### src/rtl/image_buffer_writer.sv
// Packs an 8-bit byte stream into 32-bit little-endian words for the image buffer write port.
// Handles zero-padded flush at frame end, byte counting and sticky overflow on a full buffer.
module image_buffer_writer #(
   parameter int unsigned WORD_DEPTH = 16384
) (
   input  logic        clock_in,
   input  logic        reset_n_in,
   input  logic        frame_start_in,
   input  logic        frame_end_in,
   input  logic [7:0]  data_in,
   input  logic        data_valid_in,
   output logic [15:0] write_address_out,
   output logic [31:0] write_data_out,
   output logic        write_enable_out,
   output logic        capture_active_out,
   output logic        frame_done_out,
   output logic [16:0] byte_count_out,
   output logic        overflow_out
);

   localparam logic [15:0] DEPTH = 16'(WORD_DEPTH);

   typedef enum logic [1:0] {
      S_IDLE,
      S_CAPTURE,
      S_FLUSH,
      S_DONE
   } state_t;

   state_t      r_state, w_state;
   logic [15:0] r_addr, w_addr, w_addr_eff;
   logic [1:0]  r_lane, w_lane;
   logic [23:0] r_shift, w_shift;
   logic [31:0] r_wdata, w_wdata;
   logic        r_we, w_we;
   logic [16:0] r_count, w_count;
   logic        r_ovf, w_ovf;
   logic        w_full;

   always_ff @(posedge clock_in or negedge reset_n_in) begin
      if (!reset_n_in) begin
         r_state <= S_IDLE;
         r_addr  <= '0;
         r_lane  <= '0;
         r_shift <= '0;
         r_wdata <= '0;
         r_we    <= 1'b0;
         r_count <= '0;
         r_ovf   <= 1'b0;
      end else begin
         r_state <= w_state;
         r_addr  <= w_addr;
         r_lane  <= w_lane;
         r_shift <= w_shift;
         r_wdata <= w_wdata;
         r_we    <= w_we;
         r_count <= w_count;
         r_ovf   <= w_ovf;
      end
   end

   // The address shown during a strobe is the written one; it advances on the edge
   // that ends the strobe, so the effective address folds in a pending increment.
   always_comb begin
      w_addr_eff = r_addr + {15'd0, r_we};
      w_full     = (w_addr_eff >= DEPTH);
      w_state    = r_state;
      w_addr     = w_addr_eff;
      w_lane     = r_lane;
      w_shift    = r_shift;
      w_wdata    = r_wdata;
      w_we       = 1'b0;
      w_count    = r_count;
      w_ovf      = r_ovf;

      if (frame_start_in) begin
         w_state = S_CAPTURE;
         w_addr  = '0;
         w_lane  = '0;
         w_shift = '0;
         w_count = '0;
         w_ovf   = 1'b0;
      end else begin
         case (r_state)
            S_CAPTURE: begin
               if (data_valid_in) begin
                  w_lane = r_lane + 2'd1;
                  if (!w_full) w_count = r_count + 17'd1;
                  case (r_lane)
                     2'd0:    w_shift[7:0]   = data_in;
                     2'd1:    w_shift[15:8]  = data_in;
                     2'd2:    w_shift[23:16] = data_in;
                     default: begin
                        w_shift = '0;
                        if (w_full) begin
                           w_ovf = 1'b1;
                        end else begin
                           w_wdata = {data_in, r_shift};
                           w_we    = 1'b1;
                        end
                     end
                  endcase
               end
               if (frame_end_in) begin
                  if (w_lane == 2'd0) begin
                     w_state = S_DONE;
                  end else if (w_full) begin
                     w_ovf   = 1'b1;
                     w_state = S_DONE;
                  end else begin
                     w_wdata = {8'h00, w_shift};
                     w_we    = 1'b1;
                     w_state = S_FLUSH;
                  end
               end
            end
            S_FLUSH: w_state = S_DONE;
            default: ;
         endcase
      end
   end

   assign write_address_out  = r_addr;
   assign write_data_out     = r_wdata;
   assign write_enable_out   = r_we;
   assign capture_active_out = (r_state == S_CAPTURE) || (r_state == S_FLUSH);
   assign frame_done_out     = (r_state == S_DONE);
   assign byte_count_out     = r_count;
   assign overflow_out       = r_ovf;

endmodule

### config.mk
export PLATFORM = sky130hd
export DESIGN_NAME = image_buffer_writer
export DESIGN_NICKNAME = d
export VERILOG_FILES = /design/src/rtl/image_buffer_writer.sv
export SDC_FILE = /design/constraint.sdc
export NUM_CORES = 1
export LEC_CHECK = 0
export BUFFER_PORTS_ARGS = -buffer_cell sky130_fd_sc_hd__buf_2
export CORE_MARGIN = 3
export CORE_UTILIZATION = 40
export CTS_CLUSTER_DIAMETER = 60
export DETAILED_ROUTE_END_ITERATION = 6
export GPL_ROUTABILITY_DRIVEN = 0
export GPL_TIMING_DRIVEN = 0
export SYNTH_ARGS = -nofsm -noshare
export SYNTH_HDL_FRONTEND = slang
export SYNTH_SLANG_ARGS = --single-unit
export TNS_END_PERCENT = 5
### constraint.sdc
create_clock -name clock_in -period 4.8 [get_ports clock_in]
set_input_delay 0.96 -clock clock_in [delete_from_list [all_inputs] [get_ports clock_in]]
set_output_delay 0.96 -clock clock_in [all_outputs]
set_load 0.005 [all_outputs]
Yosys cells after proc, flatten, opt, wreduce, memory -nomap -nowiden
Index checks and enable logic that the tools add are counted.
W data, S select, Z words.

storage, ports and cells
  word-level logic and storage cells = 76
  bits of input ports = 13
  output and inout port bits = 69
  bits in registers = 95

cells by class
  mux-type cells = 43
  equality and inequality tests = 7
  bitwise operators = 1
  reductions and logical operators = 13
  add/subtract/negate cells = 3
  order comparisons = 1

operator list
  kind                     count
  $mux W32                 6
  $mux W24                 3
  $mux W17                 4
  $pmux W8 S2              3
  $mux W1                  18
  $add A17 B1 Y17 const B  1
  $add A16 B1 Y16          1
  $ge A16 B15 Y1 const B   1
  $mux W16                 1
  $mux W2                  7
  $eq A2 B2 Y1 const B     3
  $reduce_or A2 Y1         3
  $eq A2 B1 Y1 const B     2
  $logic_not A2 Y1         2
  $pmux W2 S2              1
  $reduce_and A2 Y1        2
  $reduce_bool A2 Y1       2
  $ne A3 B3 Y1 const B     1
  $reduce_and A3 Y1        1
  $reduce_bool A3 Y1       1
  $reduce_or A3 Y1         1
  $add A2 B1 Y2 const B    1
  $ne A2 B2 Y1 const B     1
  $logic_or A1 B1 Y1       1
  $not A1 Y1               1

Longest topological paths before layout
  depth in word-level cells = 10
  gate-level depth with buffers = 11
  gate-level depth less buffers = 9

Least setup slack after synthesis
Ideal clock, no wire load.

  kind = input port to flip-flop
  from = input data_valid_in
  to = register r_count[11] (netlist: byte_count_out[11])
  arrival = 2.494 ns
  cell stages on the path = 8
  setup slack = 2.174 ns
  cell sequence = clkbuf_1 -> and2_1 -> clkbuf_1 -> nand3_1 -> a2111o_1 -> nor4_1 -> xnor2_1 -> nor2_1

between the ends
  word-level cells in the longest chain between the ends = 2

ends and longest elaborated chain
  what                                 line  source
  start: declaration                   11    input logic data_valid_in,
  $reduce_bool A2 Y1 (no source line)  -
  $reduce_and A3 Y1 (no source line)   -
  end signal: assignment               57    r_count <= w_count;
  end: declaration                     36    logic [16:0] r_count, w_count;

Every way passes these cells.
A chain may end at the register's enable or synchronous reset.

Final worst setup path
  from = register r_lane[0]
  to = register r_wdata[7] (netlist: write_data_out[7])

between the ends
  word-level cells in the longest chain between the ends = 7
  elaborated cells on any way between the ends = 17
  classes of those cells = add/sub (1); eq/ne (2); mux (10); reduce/logical (4)

ends and longest elaborated chain
  what                                          line      source
  start: declaration                            32        logic [1:0] r_lane, w_lane;
  start signal: assignment                      53        r_lane <= w_lane;
  $add A2 B1 Y2, or another cell as far along   87        w_lane = r_lane + 2'd1;
  $mux W2, or another cell as far along         86        if (data_valid_in) begin
  $mux W2, or another cell as far along         84        case (r_state)
  $mux W2, or another cell as far along         76        if (frame_start_in) begin
  $logic_not A2 Y1 or $mux W32 (tied branches)  105, 107
  $mux W32                                      105       if (w_lane == 2'd0) begin
  $mux W32 *                                    104       if (frame_end_in) begin
  end signal: assignment                        55        r_wdata <= w_wdata;
  end: declaration                              34        logic [31:0] r_wdata, w_wdata;

Mark *: on every way between the ends. The rest lies on a longest branch, timed or not. The select of a mux whose other input is x is not followed.

==> flow_metrics.env <==
export IMPL_avgSynthCellArea_sq_um=10.59
export IMPL_die_height_um=113.2
export IMPL_power_leakage_nw=2.578
export IMPL_core_sq_mm=0.01103
export IMPL_pin_count=82
export IMPL_tightest_slew_ps=1226
export IMPL_dp_slack_ps=1492
export IMPL_antenna_found_initial=0
export IMPL_fin_crit_sh=0.6901
export IMPL_grt_pass1_vias=3746
export IMPL_cts_tree="yes"
export IMPL_syn_inst=434
export IMPL_grt_overflow_total=0
export IMPL_maxCapViolations=0
export IMPL_cts_root_buffer="clkbuf_16"
export IMPL_status="completed"
export IMPL_path_max_fanout=10
export IMPL_finalSetupTns_ps=0
export IMPL_die_w_um=113.2
export IMPL_num_antenna_cells=0
export IMPL_mostFrequentLayoutCells="dfrtp_1, buf_2, nor2_1"
export IMPL_layout_nets=550
export IMPL_initial_core_util=0.4167
export IMPL_setup_ws_ps=1487
export IMPL_cts_resized=0
export IMPL_htree_levels=3
export IMPL_drtPass1Iterations=4
export IMPL_maxSlewViolCount=0
export IMPL_grt_max_degree=54
export IMPL_clkTransAtPathRegs_ps=60
export IMPL_io_buffer_count=80
export IMPL_postLayoutCoreUtil=0.4991
export IMPL_yosysSeqAreaShare=0.5171
export IMPL_yosys_warnings=0
export IMPL_p_per_area_mw_per_mm2=384.7
export IMPL_end_kind="register"
export IMPL_placed_area_sq_mm=0.005202
export IMPL_synth_cell_types=52
export IMPL_hold_class="reg -> reg"
export IMPL_fmax_ghz=0.3019
export IMPL_fin_skew_ps=7.138
export IMPL_p_total_mw=2.118
export IMPL_fin_area_sq_mm=0.005505
export IMPL_grt_pass1_wl_mm=19.40
export IMPL_register_area_sq_mm=0.002377
export IMPL_finalHoldViolCount=0
export IMPL_worstSetupPathType="reg -> reg"
export IMPL_yosys_register_bits=95
export IMPL_async_flop_share=1.000
export IMPL_slew_limit_headroom=0.1750
export IMPL_final_common_cell="dfrtp_1"
export IMPL_dieArea_sq_mm=0.01281
export IMPL_dp_cells=655
export IMPL_wirelength_mm=11.74
export IMPL_drtIter0Drc=239
export IMPL_cts_num_sinks=95
export IMPL_wl_per_cell_um=17.49
export IMPL_max_clock_path_buffers=2
export IMPL_drive_above_1_share=0.2072
export IMPL_stdcell_count=671
export IMPL_synth_nets=458
export IMPL_postCtsHoldBufs=0
export IMPL_irDropWorstVdd_mv=0.2292
export IMPL_finalCriticalPeriod_ps=3313
export IMPL_arrival_ps=3570
export IMPL_synth_edff_count=0
export IMPL_hpwl_mm=8.470
export IMPL_synth_area_sq_mm=0.004597
export IMPL_ant_nets=0
export IMPL_rows=38
export IMPL_clock_latency_ps=330
export IMPL_fillCellCount=1027
export IMPL_start_kind="register"
export IMPL_rsz0062_at_grt="false"
export IMPL_drc=0
export IMPL_viasPerCell=5.665
export IMPL_area_growth_pct=19.76
export IMPL_globalRouteTotalUtil=0.1898
export IMPL_setup_viol=0
export IMPL_ys_flop_type="dfrtp_1"
export IMPL_numCtsBuffers=9
export IMPL_multi_input_area_sq_mm=0.002071
export IMPL_crit_required_ps=5060
export IMPL_holdWs_ps=487.4
export IMPL_post_cts_setup_buffers=0
export IMPL_via_count=3801
[worst max-delay path, stage by stage (launching register included)]
cell and delay, ps:
dfrtp_1 400, clkbuf_1 330, inv_1 120, ha_1 350
nand3b_1 150, nand3_1 330, nor4_1 1100, a22oi_1 260
o2bb2ai_1 210
[synthesized netlist by cell type, types with 3 or more instances]
cell type / n / area share
dfrtp_1: 95 / 0.52
nor2_1: 46 / 0.038
a22oi_1: 24 / 0.039
nand2_1: 21 / 0.017
a22o_1: 17 / 0.032
o21ai_0: 17 / 0.019
nand3_1: 16 / 0.017
a221o_1: 15 / 0.033
a2bb2oi_1: 15 / 0.029
clkbuf_1: 12 / 0.0098
inv_1: 12 / 0.0098
a21oi_1: 11 / 0.012
ha_1: 11 / 0.030
o2bb2ai_1: 10 / 0.019
xnor2_1: 10 / 0.019
nor4_1: 8 / 0.011
o31ai_1: 7 / 0.011
nand4_1: 6 / 0.0082
or4_1: 6 / 0.0098
xor2_1: 6 / 0.011
and3_1: 5 / 0.0068
buf_1: 5 / 0.0041
buf_2: 5 / 0.0054
and2_1: 4 / 0.0054
nor2b_1: 4 / 0.0054
o21a_1: 4 / 0.0065
a21o_1: 3 / 0.0049
mux2_2: 3 / 0.0073
nand2b_1: 3 / 0.0041
nor3_1: 3 / 0.0033
[flip-flops by register name (all words and copies together), names as in the netlist]
register	count
byte_count_out	17
write_enable_out	1
overflow_out	1
r_state	2
r_lane	2
write_address_out	16
write_data_out	32
r_shift	24
[cell families after synthesis]
logic type,Yosys count,share of synthesized area
AND/OR/NAND/NOR,138,0.1554
AO/OA/AOI/OAI,134,0.2251
flip-flops,95,0.5171
buffers and inverters,36,0.03239
XOR/XNOR,16,0.03048
adder cells (fa/ha/maj),11,0.02994
multiplexers,4,0.009526
[path summary, 6_finish.rpt]
path	start	endpoint	slack (ps)	cells past startpoint
worst max-delay path	r_lane[0]$_DFFE_PN0P_	write_data_out[7]$_DFFE_PN0P_	1490	8
worst min-delay path	write_data_out[3]$_DFFE_PN0P_	write_data_out[3]$_DFFE_PN0P_	490	1
worst max register to register	r_lane[0]$_DFFE_PN0P_	write_data_out[7]$_DFFE_PN0P_	1490	8
worst min register to register	write_data_out[3]$_DFFE_PN0P_	write_data_out[3]$_DFFE_PN0P_	490	1
max in group asynchronous	reset_n_in	byte_count_out[12]$_DFFE_PN0P_	3490	2
min in group asynchronous	reset_n_in	write_data_out[19]$_DFFE_PN0P_	670	1
[cell type report]
| type | instances | area share |
|---|---|---|
| Buffer | 23 | 0.01818 |
| Clock buffer | 14 | 0.04795 |
| Clock inverter | 2 | 0.007045 |
| Inverter | 13 | 0.008864 |
| Multi-Input combinational cell | 303 | 0.3761 |
| Sequential cell | 95 | 0.4318 |
| Tap cell | 140 | 0.03182 |
| Timing Repair Buffer | 81 | 0.07818 |
[routing by layer]
layer | wire length (um) | up-vias | GRT usage
met5 | 0 | - | 0
met4 | 138 | 0 | 0.05369
met3 | 528 | 10 | 0.04011
met2 | 5451 | 90 | 0.2938
met1 | 5619 | 1879 | 0.2705
li1 | - | 1822 | -
[power breakdown]
part / internal, mW / switching, mW / total (mW)
combinational: 0.203 / 0.215 / 0.418
clock: 0.434 / 0.289 / 0.723
sequential: 0.912 / 0.0653 / 0.977
total: 1.55 / 0.569 / 2.12
Power figures use the tool's default switching activity.
